==> src/rtl/dev_dumper_pkg.sv <==
// Shared types, ASCII constants and the hex-digit helper for the memory dump engine.
// Optional feature macro: DEV_DUMPER_ADDR_PREFIX_EN adds the address-prefix states.
package dev_dumper_pkg;

  typedef enum logic [3:0] {
    S_IDLE,
`ifdef DEV_DUMPER_ADDR_PREFIX_EN
    S_ADDR,
    S_COLON,
    S_SPACE,
`endif
    S_FETCH,
    S_WAIT,
    S_EMIT_HI,
    S_EMIT_LO,
    S_EMIT_SEP,
    S_DONE
  } dumper_state_t;

  localparam logic [7:0] ASCII_SPACE = 8'h20;
  localparam logic [7:0] ASCII_LF    = 8'h0A;
  localparam logic [7:0] ASCII_COLON = 8'h3A;

  // Map a 4-bit value to its uppercase ASCII hex digit.
  function automatic logic [7:0] nibble_to_ascii(input logic [3:0] nib);
    if (nib < 4'd10) begin
      return 8'h30 + {4'h0, nib};
    end
    return 8'h41 + {4'h0, nib} - 8'd10;
  endfunction

endpackage

==> src/rtl/dev_dumper_emit.sv <==
// Push pacing for the dump engine: turns a held character request into single,
// spaced tx_push pulses that respect tx_full, and acknowledges each one.
module dev_dumper_emit (
  input  logic       clk,
  input  logic       rst_n,
  input  logic [7:0] char_data,
  input  logic       char_req,
  input  logic       tx_full,
  output logic [7:0] tx_data,
  output logic       tx_push,
  output logic       char_ack
);

  logic gap_r;

  // Push only when the pipe has room and the previous cycle was not a push.
  always_comb begin
    tx_push  = char_req && !tx_full && !gap_r;
    char_ack = tx_push;
    tx_data  = char_req ? char_data : 8'h00;
  end

  // Remember a push so the following cycle is forced idle.
  always_ff @(posedge clk or negedge rst_n) begin
    if (!rst_n) begin
      gap_r <= 1'b0;
    end else begin
      gap_r <= tx_push;
    end
  end

endmodule

==> src/rtl/dev_dumper.sv <==
// Memory dump engine: reads a byte range from RAM and streams it to the tx pipe
// as uppercase hex pairs separated by spaces, with a newline every line.
// Optional feature macro: DEV_DUMPER_ADDR_PREFIX_EN prefixes each line with "AAAA: ".
module dev_dumper
  import dev_dumper_pkg::*;
#(
  parameter int ADDR_W         = 16,
  parameter int LEN_W          = 16,
  parameter int BYTES_PER_LINE = 16,
  parameter int RAM_LATENCY    = 1
) (
  input  logic              clk,
  input  logic              rst_n,
  input  logic              start,
  input  logic [ADDR_W-1:0] start_addr,
  input  logic [LEN_W-1:0]  length,
  output logic              busy,
  output logic              done,
  output logic [ADDR_W-1:0] ram_addr,
  output logic              ram_fetch,
  input  logic [7:0]        ram_data,
  output logic [7:0]        tx_data,
  output logic              tx_push,
  input  logic              tx_full
);

  localparam int LINE_W = (BYTES_PER_LINE > 1) ? $clog2(BYTES_PER_LINE) : 1;
  localparam int LAT_W  = (RAM_LATENCY > 1) ? $clog2(RAM_LATENCY) : 1;
`ifdef DEV_DUMPER_ADDR_PREFIX_EN
  localparam int DIGITS = ADDR_W / 4;
  localparam int DIG_W  = (DIGITS > 1) ? $clog2(DIGITS) : 1;
`endif

  dumper_state_t     state, state_nxt;
  logic [ADDR_W-1:0] cur_addr, cur_addr_nxt;
  logic [LEN_W-1:0]  remaining, remaining_nxt;
  logic [LINE_W-1:0] line_cnt, line_cnt_nxt;
  logic [LAT_W-1:0]  lat_cnt, lat_cnt_nxt;
  logic [7:0]        byte_r, byte_nxt;
`ifdef DEV_DUMPER_ADDR_PREFIX_EN
  logic [DIG_W-1:0]  dig_idx, dig_idx_nxt;
  logic [ADDR_W-1:0] addr_shift;
`endif

  logic [7:0] char_data;
  logic       char_req;
  logic       char_ack;
  logic       last_byte;
  logic       line_end;
  dumper_state_t line_start_state;

  assign last_byte = (remaining == LEN_W'(1));
  assign line_end  = (line_cnt == LINE_W'(BYTES_PER_LINE - 1));

`ifdef DEV_DUMPER_ADDR_PREFIX_EN
  assign line_start_state = S_ADDR;
  assign addr_shift       = cur_addr >> (4 * (DIGITS - 1 - int'(dig_idx)));
`else
  assign line_start_state = S_FETCH;
`endif

  // State and datapath registers; reset abandons any dump in progress.
  always_ff @(posedge clk or negedge rst_n) begin
    if (!rst_n) begin
      state     <= S_IDLE;
      cur_addr  <= '0;
      remaining <= '0;
      line_cnt  <= '0;
      lat_cnt   <= '0;
      byte_r    <= 8'h00;
`ifdef DEV_DUMPER_ADDR_PREFIX_EN
      dig_idx   <= '0;
`endif
    end else begin
      state     <= state_nxt;
      cur_addr  <= cur_addr_nxt;
      remaining <= remaining_nxt;
      line_cnt  <= line_cnt_nxt;
      lat_cnt   <= lat_cnt_nxt;
      byte_r    <= byte_nxt;
`ifdef DEV_DUMPER_ADDR_PREFIX_EN
      dig_idx   <= dig_idx_nxt;
`endif
    end
  end

  // Next-state, datapath updates and outputs; emit states wait for the pacer's ack.
  always_comb begin
    state_nxt     = state;
    cur_addr_nxt  = cur_addr;
    remaining_nxt = remaining;
    line_cnt_nxt  = line_cnt;
    lat_cnt_nxt   = lat_cnt;
    byte_nxt      = byte_r;
`ifdef DEV_DUMPER_ADDR_PREFIX_EN
    dig_idx_nxt   = dig_idx;
`endif
    char_data     = 8'h00;
    char_req      = 1'b0;
    ram_fetch     = 1'b0;
    busy          = 1'b1;
    done          = 1'b0;

    case (state)
      S_IDLE: begin
        busy = 1'b0;
        if (start) begin
          cur_addr_nxt  = start_addr;
          remaining_nxt = length;
          line_cnt_nxt  = '0;
`ifdef DEV_DUMPER_ADDR_PREFIX_EN
          dig_idx_nxt   = '0;
`endif
          state_nxt     = (length == '0) ? S_DONE : line_start_state;
        end
      end
`ifdef DEV_DUMPER_ADDR_PREFIX_EN
      S_ADDR: begin
        char_req  = 1'b1;
        char_data = nibble_to_ascii(addr_shift[3:0]);
        if (char_ack) begin
          if (dig_idx == DIG_W'(DIGITS - 1)) begin
            state_nxt = S_COLON;
          end else begin
            dig_idx_nxt = dig_idx + DIG_W'(1);
          end
        end
      end
      S_COLON: begin
        char_req  = 1'b1;
        char_data = ASCII_COLON;
        if (char_ack) state_nxt = S_SPACE;
      end
      S_SPACE: begin
        char_req  = 1'b1;
        char_data = ASCII_SPACE;
        if (char_ack) state_nxt = S_FETCH;
      end
`endif
      S_FETCH: begin
        ram_fetch   = 1'b1;
        lat_cnt_nxt = '0;
        state_nxt   = S_WAIT;
      end
      S_WAIT: begin
        if (lat_cnt == LAT_W'(RAM_LATENCY - 1)) begin
          byte_nxt  = ram_data;
          state_nxt = S_EMIT_HI;
        end else begin
          lat_cnt_nxt = lat_cnt + LAT_W'(1);
        end
      end
      S_EMIT_HI: begin
        char_req  = 1'b1;
        char_data = nibble_to_ascii(byte_r[7:4]);
        if (char_ack) state_nxt = S_EMIT_LO;
      end
      S_EMIT_LO: begin
        char_req  = 1'b1;
        char_data = nibble_to_ascii(byte_r[3:0]);
        if (char_ack) state_nxt = S_EMIT_SEP;
      end
      S_EMIT_SEP: begin
        char_req  = 1'b1;
        char_data = (last_byte || line_end) ? ASCII_LF : ASCII_SPACE;
        if (char_ack) begin
          remaining_nxt = remaining - LEN_W'(1);
          cur_addr_nxt  = cur_addr + ADDR_W'(1);
          if (last_byte) begin
            state_nxt = S_DONE;
          end else if (line_end) begin
            line_cnt_nxt = '0;
`ifdef DEV_DUMPER_ADDR_PREFIX_EN
            dig_idx_nxt  = '0;
`endif
            state_nxt    = line_start_state;
          end else begin
            line_cnt_nxt = line_cnt + LINE_W'(1);
            state_nxt    = S_FETCH;
          end
        end
      end
      S_DONE: begin
        busy      = 1'b0;
        done      = 1'b1;
        state_nxt = S_IDLE;
      end
      default: begin
        state_nxt = S_IDLE;
      end
    endcase
  end

  // Only present an address while fetching so the bus idles at zero.
  always_comb begin
    ram_addr = ram_fetch ? cur_addr : '0;
  end

  dev_dumper_emit u_emit (
    .clk       (clk),
    .rst_n     (rst_n),
    .char_data (char_data),
    .char_req  (char_req),
    .tx_full   (tx_full),
    .tx_data   (tx_data),
    .tx_push   (tx_push),
    .char_ack  (char_ack)
  );

endmodule

==> config.mk <==
export PLATFORM = sky130hd
export DESIGN_NAME = dev_dumper
export DESIGN_NICKNAME = d
export VERILOG_FILES = /design/src/rtl/dev_dumper_pkg.sv /design/src/rtl/dev_dumper_emit.sv /design/src/rtl/dev_dumper.sv
export SDC_FILE = /design/constraint.sdc
export NUM_CORES = 1
export LEC_CHECK = 0
export BUFFER_PORTS_ARGS = -buffer_cell sky130_fd_sc_hd__buf_4
export CORE_ASPECT_RATIO = 0.6
export CORE_MARGIN = 3
export CORE_UTILIZATION = 55
export CTS_BUF_LIST = sky130_fd_sc_hd__clkbuf_16
export DETAILED_ROUTE_END_ITERATION = 7
export PLACE_DENSITY = 0.81
export SYNTH_ARGS = -nofsm -noshare
export SYNTH_HDL_FRONTEND = slang
export SYNTH_SLANG_ARGS = --single-unit
==> constraint.sdc <==
create_clock -name clk -period 2.5 [get_ports clk]
set_input_delay 0.25 -clock clk [delete_from_list [all_inputs] [get_ports clk]]
set_output_delay 0.25 -clock clk [all_outputs]
set_load 0.1 [all_outputs]
After elaboration in Yosys (flattened, before gate mapping)
Cells that the tools add are included.
{"block": "op_classes", "addsub": 10, "magnitude_cmp": 2, "n_eq_ne": 14, "mux": 37, "bitwise_logic": 1, "reduce_logical": 15}
{"cell": "two-way mux 16 bit", "count": 5}
{"cell": "one-hot mux 16 bit (2 select lines)", "count": 2}
{"cell": "two-way mux 8 bit", "count": 5}
{"cell": "two-way mux 4 bit", "count": 9}
{"cell": "one-hot mux 4 bit (6 select lines)", "count": 1}
{"cell": "one-hot mux 8 bit (3 select lines)", "count": 1}
{"cell": "adder 16 x 1 -> 16 bit (second input constant)", "count": 1}
{"cell": "adder 7 x 4 -> 8 bit (first input constant)", "count": 2}
{"cell": "equality test 16 x 1 -> 1 bit (second input constant)", "count": 1}
{"cell": "zero test 16 bit", "count": 1}
{"cell": "subtractor 16 x 1 -> 16 bit (second input constant)", "count": 1}
{"cell": "subtractor 8 x 4 -> 8 bit (second input constant)", "count": 2}
{"cell": "adder 6 x 4 -> 7 bit (first input constant)", "count": 2}
{"cell": "equality test 4 x 3 -> 1 bit (second input constant)", "count": 3}
{"cell": "two-way mux 1 bit", "count": 9}
{"cell": "equality test 4 x 2 -> 1 bit (second input constant)", "count": 2}
{"cell": "less-than comparator 4 bit (second input constant)", "count": 2}
{"cell": "one-hot mux 4 bit (2 select lines)", "count": 1}
{"cell": "two-way mux 3 bit", "count": 2}
{"cell": "two-way mux 6 bit", "count": 1}
{"cell": "inequality test 2 x 1 -> 1 bit (second input constant)", "count": 3}
{"cell": "inequality test 2 bit (second input constant)", "count": 3}
{"cell": "AND reduction 5 bit", "count": 1}
{"cell": "adder 4 x 1 -> 4 bit (second input constant)", "count": 1}
{"cell": "15 further kinds", "count": 18}
{"block": "totals", "reg_bits": 50, "input_bits": 44, "output_inout_bits": 28, "elab_cells": 86}

Longest topological paths before layout
{"block": "depth", "ltp_word": 7, "depth_mapped": 7, "mapped_depth_nobuf": 6}

Hierarchy
Synthesis repeated with hierarchy kept, for this count alone.
{"block": "hier_totals", "hier_cells": 418, "hier_area_um2": 3370.7}
{"module": "dev_dumper", "n_inst": 1, "cells_each": 407, "area_per_inst_um2": 3265.6, "seq_area_each_um2": 1176.1}
{"module": "dev_dumper_emit", "n_inst": 1, "cells_each": 11, "area_per_inst_um2": 105.1, "seq_area_each_um2": 25.0}

Least setup slack after synthesis
No wires, ideal clock.
{"block": "synth_path", "kind": "register to output", "from": "register remaining[7]", "to": "output port tx_data[1]", "arrival_time_ns": 3.624, "path_slack_ns": -1.374, "stages_incl_launch_ff": 5, "path_buffers": 0, "path_cell_list": "dfrtp_1 or4_4 nor4_2 a21oi_1 o21ai_0"}
{"block": "synth_between", "elab_chain_cells": 5}
{"item": "from (decl)", "line_no": "dev_dumper.sv:36", "rtl": "logic [LEN_W-1:0] remaining, remaining_nxt;"}
{"item": "from (signal assigned)", "line_no": "dev_dumper.sv:77", "rtl": "remaining <= remaining_nxt;"}
{"item": "equality test 16 x 1 -> 1 bit", "line_no": "dev_dumper.sv:52", "rtl": "assign last_byte = (remaining == LEN_W'(1));"}
{"item": "logical OR 1 bit", "line_no": "dev_dumper.sv:165", "rtl": "char_data = (last_byte || line_end) ? ASCII_LF : ASCII_SPACE;"}
{"item": "two-way mux 6 bit", "line_no": "dev_dumper.sv:165"}
{"item": "one-hot mux 8 bit (3 select lines)", "line_no": "dev_dumper.sv:104", "rtl": "case (state)"}
{"item": "two-way mux 8 bit", "line_no": "dev_dumper_emit.sv:20", "rtl": "tx_data = char_req ? char_data : 8'h00;"}
{"item": "to (decl)", "line_no": "dev_dumper.sv:22", "rtl": "output logic [7:0] tx_data,"}
Every way passes these cells.

Final worst setup path
{"block": "layout_path", "from": "register remaining[6]", "to": "output port tx_data[5]"}
The elaborated chain is that of the path after synthesis.

==> results.cfg <==
[timing]
timing.fmax_mhz = 415.9
min_period_over_period_pct = 96.18
setup_repair_after_global_routing_missed_its_margin = no
max-slew-margin-rel_pct = 58.13
finalClockSkew_ns = 0.003427
fin_tns_setup_ns = 0
setup_viol = 0
hold-worst-slack_ns = -0.02556
min_period_ns = 2.404
finalHoldViolations = 24
tightestPinTransition_ns = 0.6280
finalMaxSlewViolations = 0
final_critical_path_setup_slack_ns = 0.09556

[drt]
route.vias.total = 3449
drtPass1Iterations = 5
routed_via_density = 6.340
drc = 0
detailed_route_iter0_violations = 359
routed_wirelength_mm = 9.484
route.antenna.remaining_nets = 0
route.detailed.wl_per_inst_um = 17.43

[power_and_ir_drop]
power.static_leakage_nw = 1.725
pwr_cell_area_mw_per_mm2 = 1465
total_power_mw = 6.058
irDropWorstVdd_v = 0.001058

[die]
die_area_mm2 = 0.006968
initial_utilization_pct = 57.89
die_w_um = 105.8
die_h_um = 65.87
placement_rows = 21
fp.coreArea_mm2 = 0.005675
design.portCount = 72

[clock_tree]
cts.sink_count = 48
clk-insertion-delay-late_ns = 0.29
max-clock-path-buffers = 2
cts_made_buffers = 5
post-cts-setup-buffers = 0
clk_pin_slew_ns = 0.06
cts.htree.levels = 2
ctsRootBufferMaster = clkbuf_16
tritoncts = built
total_of_hold_buffers_inserted_after_clock_tree_synthesis = 0

[synth]
synth_area_mm2 = 0.003286
synth_most_common_cell = dfrtp_1
post_synth_inst_count = 400
synthTopCellsByArea = dfrtp_1, a21oi_1, o21ai_0
synth_enable_flop_cells = 0
ys_seq_area_share_pct = 36.56
synth.top_cells.by_count = dfrtp_1, a21oi_1, nand2_1, o21ai_0, clkbuf_1
synth_top_area_share_pct = 36.56
number_of_warnings_reported_in_the_yosys_synthesis_log = 0
post_synth.cell_area_avg_um2 = 8.214
flop_and_latch_count_out_of_synthesis = 48
synth-async-reset-ratio_pct = 100.0
synth_top_cell_by_area = dfrtp_1
synth_ff_type = dfrtp_1
synth_nets = 450
synthDistinctLibCells = 62

[setup_path]
arrival_ns = 2.15
critical_path.endpoint_type = output pin
critPathRequiredTime_ns = 2.25
crit_slowest_cell = or3_1
timing.rr.start = remaining[7]
startpoint_type = flop
cp.buffers_inverters = 1
worst_path_largest_cell_delay_ns = 0.52
timing.critical_path.cells = or3_1, nor4_4, a21oi_2, a221o_1, buf_6
cp_top_family = simple AND/OR/NAND/NOR gates
crit_type = reg -> out
r2r_setup_slack_ns = 0.22
critical_path_peak_fanout = 8
r2r_end = state[2]
reg2reg_depth = 4

[finish]
synth_to_layout_area_growth_pct = 25.82
design.final.nets = 514
stdcell_area_mm2 = 0.004134
final.fill_count = 467
n_antenna_cell = 0
post_route_cells_drive_above_1_share_pct = 25.86

[placed_design]
dp_slack_ns = 0.1884
post_dp_cell_area_mm2 = 0.003984
port-buffer-count = 70
place.detailed.hpwl_mm = 6.944
globalplace.congestion = 0.8577

[flow_run]
maxCapViolations = 0

[global_route]
grt_start_max_net_pins = 49
gr-total-overflow = 0
grt_pass1_wl_mm = 15.59
grt_use_total_pct = 27.99
grt_pass1_vias = 3065
antenna_found_initial = 0

[status]
outcome = finished, violations left
failing_checks = hold timing

[worst_hold_path]
timing.hold.worst.class = in -> async
-- final cells by class --
class	instances	area, um2	share of cell area, %
multi-input cells	310	1992	48.18
repair buffers	85	654.4	15.83
well taps	80	100.1	2.421
clock inverters	2	8.758	0.2119
flip-flops and latches	48	1201	29.06
inverters	14	52.55	1.271
clock buffers	5	125.1	3.027
-- state kept, by name (all words and copies together) (netlist names) --
signal and cells:
byte_r 8, cur_addr 16, line_cnt 4, remaining 16, state 3, u_emit.gap_r 1
-- power breakdown --
part           switching, mW  leakage, nW  internal [mW]
logic                   2.66         1.08           1.14
clock network          0.283       0.0709          0.360
registers              0.478        0.573           1.14
total                   3.42         1.72           2.64
-- placed cells by master, fill, tap and decap left out, types with 10 or more instances in the layout --
master and instances:
nor3_1 11, dfrtp_1 48, nor4_1 11, buf_4 83
nor2_1 20, o21ai_0 25, nand3_1 16, nand2_1 35
inv_1 15, a21oi_1 36, and2_1 10
-- metrics by stage --
step / util (%) / instances
2_1_floorplan: - / 400
3_3_place_gp: 70.19 / 537
3_5_place_dp: 70.19 / 537
4_1_cts: 72.84 / 544
5_1_grt: 72.84 / 544
6_report: 72.84 / 544
-- worst max path at each step --
stage                       startpoint             to  depth (start not counted)
after floorplan           remaining[7]     tx_data[1]                          4
after global placement    remaining[0]  remaining[14]                          6
after detailed placement  remaining[0]  remaining[14]                          6
after CTS                 remaining[7]     tx_data[5]                          5
after global routing      remaining[4]     tx_data[5]                          5
final                     remaining[6]     tx_data[5]                          5
-- logic make-up after synthesis --
group | share of synthesized area, %
other | 0.1141
adder cells (fa/ha/maj) | 2.285
AND/OR/NAND/NOR | 26.70
AO/OA/AOI/OAI | 26.35
buffers and inverters | 4.951
flip-flops | 36.56
multiplexers | 2.247
XOR/XNOR | 0.7998
-- layer usage --
| layer | share of wire [%] | wire length [um] | vias up | track usage, % |
|---|---|---|---|---|
| li1 | - | - | 1638 | - |
| met1 | 46 | 4338 | 1577 | 43.52 |
| met2 | 41 | 3898 | 221 | 39.13 |
| met3 | 12 | 1137 | 13 | 5.561 |
| met4 | 1.2 | 110 | 0 | 7.270 |
| met5 | 0 | 0 | - | 0 |
-- timing repair --
action	CTS	global route
pin swaps	0	1
hold endpoints to repair	0	0
endpoints found under the setup margin	1	2
gates resized for setup	3	1
(Power assumes the default switching activity.)
